### src/rtl/down_counter_timer_pkg.sv
// Shared counter definitions: FSM state encoding and default counter width.
// Latency: n/a (types and constants only).
// Backpressure: n/a.
package down_counter_timer_pkg;

  // Default counter width, kept in step with the up-counter.
  localparam int DEFAULT_WIDTH = 4;

  typedef enum logic [1:0] {
    IDLE = 2'd0,
    RUN  = 2'd1,
    DONE = 2'd2
  } state_t;

endpackage

### src/rtl/down_counter_timer.sv
// Loadable down-counter/timer: counts a programmed value to zero, pulses tc, optional auto-reload.
// Latency: q reaches 0 (tc=1) on the load_value-th edge after start, DONE the edge after.
// Backpressure: none; stop pauses the count with q held and a later start resumes.
//
// Ports:
//   clk, reset           rising-edge clock, asynchronous active-high reset
//   load, load_value     capture load_value into q and the reload register, go IDLE
//   start, stop          begin/resume and pause counting (stop wins if both)
//   auto_reload          at zero in RUN, reload and keep running instead of finishing
//   q, tc, busy, done    count, terminal-count pulse, RUN flag, sticky completion flag
module down_counter_timer
  import down_counter_timer_pkg::*;
#(
  parameter int WIDTH = DEFAULT_WIDTH
) (
  input  logic             clk,
  input  logic             reset,
  input  logic             load,
  input  logic [WIDTH-1:0] load_value,
  input  logic             start,
  input  logic             stop,
  input  logic             auto_reload,
  output logic [WIDTH-1:0] q,
  output logic             tc,
  output logic             busy,
  output logic             done
);

  state_t           state;
  logic [WIDTH-1:0] reload;

  // Both flags are pure decodes of the registered state, so they stay glitch-free.
  assign busy = (state == RUN);
  assign done = (state == DONE);

  always_ff @(posedge clk or posedge reset) begin
    if (reset) begin
      q      <= '0;
      reload <= '0;
      state  <= IDLE;
      tc     <= 1'b0;
    end else begin
      // tc is a single-cycle pulse; only the 1->0 transition raises it.
      tc <= 1'b0;
      if (load) begin
        q      <= load_value;
        reload <= load_value;
        state  <= IDLE;
      end else begin
        case (state)
          IDLE: begin
            // A zero count has nothing to time, so start is ignored.
            if (!stop && start && (q != '0)) begin
              state <= RUN;
            end
          end
          RUN: begin
            if (stop) begin
              state <= IDLE;
            end else if (q != '0) begin
              q  <= q - WIDTH'(1);
              tc <= (q == WIDTH'(1));
            end else if (auto_reload && (reload != '0)) begin
              // Zero is held for one cycle before reloading: period = reload + 1.
              q <= reload;
            end else begin
              state <= DONE;
            end
          end
          DONE: begin
            // q is already 0 here; stop is a no-op and blocks a same-edge start.
            if (!stop && start && (reload != '0)) begin
              q     <= reload;
              state <= RUN;
            end
          end
          default: begin
            state <= IDLE;
          end
        endcase
      end
    end
  end

endmodule
### config.mk
export PLATFORM = sky130hd
export DESIGN_NAME = down_counter_timer
export DESIGN_NICKNAME = d
export VERILOG_FILES = /design/src/rtl/down_counter_timer_pkg.sv /design/src/rtl/down_counter_timer.sv
export SDC_FILE = /design/constraint.sdc
export NUM_CORES = 1
export LEC_CHECK = 0
export ABC_CLOCK_PERIOD_IN_PS = 1900
export CELL_PAD_IN_SITES_DETAIL_PLACEMENT = 0
export CELL_PAD_IN_SITES_GLOBAL_PLACEMENT = 2
export CORE_ASPECT_RATIO = 1.75
export CORE_MARGIN = 4
export CORE_UTILIZATION = 29
export CTS_CLUSTER_DIAMETER = 200
export DETAILED_ROUTE_END_ITERATION = 8
export GPL_TIMING_DRIVEN = 0
export PLACE_DENSITY_LB_ADDON = 0.2
export SYNTH_ARGS = -nofsm -noshare
export SYNTH_HDL_FRONTEND = slang
export SYNTH_SLANG_ARGS = --single-unit
### constraint.sdc
create_clock -name clk -period 1.9 [get_ports clk]
set_input_delay 0.38 -clock clk [delete_from_list [all_inputs] [get_ports clk]]
set_output_delay 0.38 -clock clk [all_outputs]
set_load 0.02 [all_outputs]
==> summary.md, run 1 <==
| Metric | Value |
|---|---|
| Total CTS buffers | `3` |
| Leak | `approximately 0.4 nW` |
| # fillers | `approximately 240` |
| Vias per inst | `5.42` |
| Register bit total from synthesis | `11` |
| Synthesized area | `708 sq um` |
| Largest net degree at the start of global routing | `12` |
| HPWL Detailed | `around 1400 um` |
| Post-synth cell types | `38` |
| Design Area, Final | `945 sq um` |
| Cell Count, Final, Fillers Out | `115` |
| Arrival @ worst endpoint | `1900 ps` |
| Multiplexer share of the synthesized area | `1.59%` |
| Initial antenna violation count | `0` |
| Status | `finished, final reports clean` |
| Worst-path clk slew | `60 ps` |
| Worst path max stage delay | `440 ps` |
| Initial Utilization | `a little under a third` |
| Main combinational cell family by area after synthesis | `simple AND/OR/NAND/NOR gates` |
| Xor/xnor share of the synthesized area | `1.24%` |
| Pre-Repair DR Iteration Count | `6` |
| Ys Warns | `0` |
| Share of layout cells above drive strength 1 | `roughly 18%` |
| CP max-delay cell | `or3b_4` |
| Wire per inst | `roughly 16 um` |
| Hold Slack | `438 ps` |
| Antenna viol nets, final | `0` |
| Sequential Power Share | `40.7%` |
| Clock Path Buffers | `2` |
| Num rows | `23` |
| Final period util | `a little over nine tenths` |
| Reg2reg setup slack | `110 ps` |
| Cell count after placement | `around 110` |
| Dpl cell area | `900 sq um` |
| Final worst slack | `about 110 ps` |
| CTS Hold Bufs | `0` |
| Final net count | `between 100 and 150` |
| I/O Buffers | `16` |
| Iteration-0 DRC Markers | `17` |
| Combinational power share | `24.3%` |
| Clk pwr share | `35.0%` |
| Placer congestion estimate | `0.768` |
| Sw Ratio | `slightly below 30%` |
| Global-route usage over all layers | `around an eighth` |
| Commonest non-fill, non-tap cell in the layout | `clkdlybuf4s50_1` |
| ANT cells | `0` |
| Max cap viols | `0` |
| Placeable core area | `0.00230 sq mm` |
| CTS root buf | `clkbuf_8` |
| Sink Count | `11` |
| Die footprint | `approximately 0.0033 sq mm` |
| TritonCTS clock tree | `yes` |
| Routed wire length | `1810 um` |
| Final Critical Period | `1790 ps` |
| CP cell instances | `inv_1, ha_1, or3b_4, o21ai_4, and2_4, o311ai_2` |
| Top delay family on crit path | `simple AND/OR/NAND/NOR gates` |
| Die Ht | `between 70 and 80 um` |
| Startpoint Class | `flip-flop` |
| Compound-gate portion of the synthesized area | `24.0%` |
| Drt drc | `0` |
| CP Buf/Inv Count | `1` |
| CP Data Required Time | `2010 ps` |
| CP Class | `reg -> reg` |
| Final Hold Vio Count | `0` |
| Register area share after synthesis | `38.9%` |
| Worst slew pin tran | `454 ps` |
| CP max FO | `6` |
| Post-Synthesis Cells | `70` |
| Worst skew pair latency | `240 ps` |
| DP Worst Slack | `-39.5 ps` |
| Most frequent cells in the layout | `clkdlybuf4s50_1 (15), dfrtp_1 (10), inv_1 (6)` |
| Slew margin rel. | `about 70%` |
| Pwr Total | `699 uW` |
| Vias in the first global route | `637` |
| Die X | `45.4 um` |
| Syn_area_per_cell | `10.1 sq um` |
| Area growth syn-to-layout | `33.4%` |
| Mapped Nets | `just over 80` |
| Cell internal pwr | `491 uW` |
| First-pass GRT wire length | `3220 um` |
| Sw Pwr | `207 uW` |
| Top-level port count | `17` |
| Hold Crit Class | `in -> async` |
| Simple-gate share of the synthesized area | `25.8%` |
| Final setup fails | `0` |
| Total grt overflow | `0` |
| Post-CTS setup buffer count | `0` |
| RSZ-0062 raised after global routing | `no` |
| Pwr per Cell Area | `roughly 740 mW/mm^2` |
| Peak VDD IR | `about 380 uV` |
| Post-Synth Adder-Cell Area | `between 3 and 4%` |
| Crit. End Element | `flip-flop` |
| Via Count | `about 620` |
| Highest achievable clock rate | `559 MHz` |
| Count of final max-slew check failures | `0` |
| Htree depth | `1` |
| Clock Skew | `5.16 ps` |
## power by group through the flow
stage | clock network, mW | logic, mW | registers, mW
final | 0.244 | 0.170 | 0.284
after global routing | 0.264 | 0.190 | 0.289
after floorplan | 0 | 0.0944 | 0.293
after global placement | 0 | 0.173 | 0.287
after CTS | 0.250 | 0.172 | 0.284
after detailed placement | 0 | 0.171 | 0.288
## area by class of cell
| cell class | count | area (sq um) | share of cell area (%) |
|---|---|---|---|
| Tap cell | 25 | 31.3 | 3.31 |
| Sequential cell | 11 | 277 | 29.3 |
| Multi-Input combinational cell | 51 | 398 | 42.1 |
| Buffer | 1 | 7.51 | 0.795 |
| Clock buffer | 4 | 45.0 | 4.77 |
| Inverter | 7 | 27.5 | 2.91 |
| Timing Repair Buffer | 16 | 159 | 16.8 |
## metal layers
metal,part of all wire (%),GRT usage (%),up-vias
met5,0,0,-
met4,2.0,5.86,0
met3,4.2,2.94,5
met2,54,23.2,17
met1,40,14.8,296
li1,-,-,305
## final timing paths
path / startpoint / end / cells after the start
worst max register to register: q[1] / q[1] / 6
worst max-delay path: q[1] / q[1] / 6
max in group asynchronous: reset / q[0] / 2
min in group clk: reload[3] / reload[3] / 2
worst min-delay path: reset / state[1] / 2
worst min register to register: reload[3] / reload[3] / 2
## what timing repair did
item                                    4_1_cts  5_1_grt
gates resized for setup                       1        1
endpoints found under the setup margin        1        4
pin swaps                                     0        1
## flip-flops by register name (all words and copies together), names as in the netlist
| register | flops |
|---|---|
| tc | 1 |
| q | 4 |
| reload | 4 |
| state | 2 |
## synth_stat cells (all sizes together)
| cell type | n | area, sq um |
|---|---|---|
| a41oi | 2 | 17.5 |
| a21oi | 3 | 15.0 |
| nor3 | 1 | 5.00 |
| and2 | 2 | 15.0 |
| nor2b | 2 | 12.5 |
| a211o | 1 | 8.76 |
| nand2b | 1 | 8.76 |
| or3b | 1 | 11.3 |
| or4 | 1 | 11.3 |
| nand2 | 2 | 7.51 |
| o311ai | 1 | 16.3 |
| buf | 1 | 7.51 |
| nor2 | 5 | 18.8 |
| ha | 2 | 25.0 |
| nand4 | 2 | 12.5 |
| o41a | 1 | 11.3 |
| nand3b | 1 | 7.51 |
| o21ai | 6 | 41.3 |
| nand3 | 2 | 10.0 |
| a21o | 1 | 7.51 |
| a32o | 1 | 10.0 |
| and4b | 1 | 10.0 |
| xnor2 | 1 | 8.76 |
| nor3b | 2 | 20.0 |
| dfrtp | 11 | 275 |
| o211ai | 1 | 12.5 |
| clkinv | 1 | 5.00 |
| inv | 6 | 22.5 |
| nand4b | 2 | 23.8 |
| nor4b | 1 | 8.76 |
| a22oi | 1 | 7.51 |
| mux2 | 1 | 11.3 |
| o21bai | 1 | 7.51 |
| o31ai | 2 | 15.0 |
## cell families after synthesis
family | Yosys count
AND/OR/NAND/NOR | 26
adder cells (fa/ha/maj) | 2
XOR/XNOR | 1
AO/OA/AOI/OAI | 21
multiplexers | 1
buffers and inverters | 8
flip-flops | 11
## per-stage QoR
stage / util, % / TNS [ps]
final: 41.0 / 0
after global routing: 41.0 / 0
after CTS: 41.0 / 0
after detailed placement: 39.1 / -51.1
after global placement: 39.1 / -93.8
after floorplan: - / 0
No activity file was read; power rests on OpenSTA's default activity.
==> run 2, diff against run 1 <==
Settings changed: TNS_END_PERCENT set to 30.
==> results of run 2 <==
No change in the layout: final DEF, timing and power equal those of run 1.
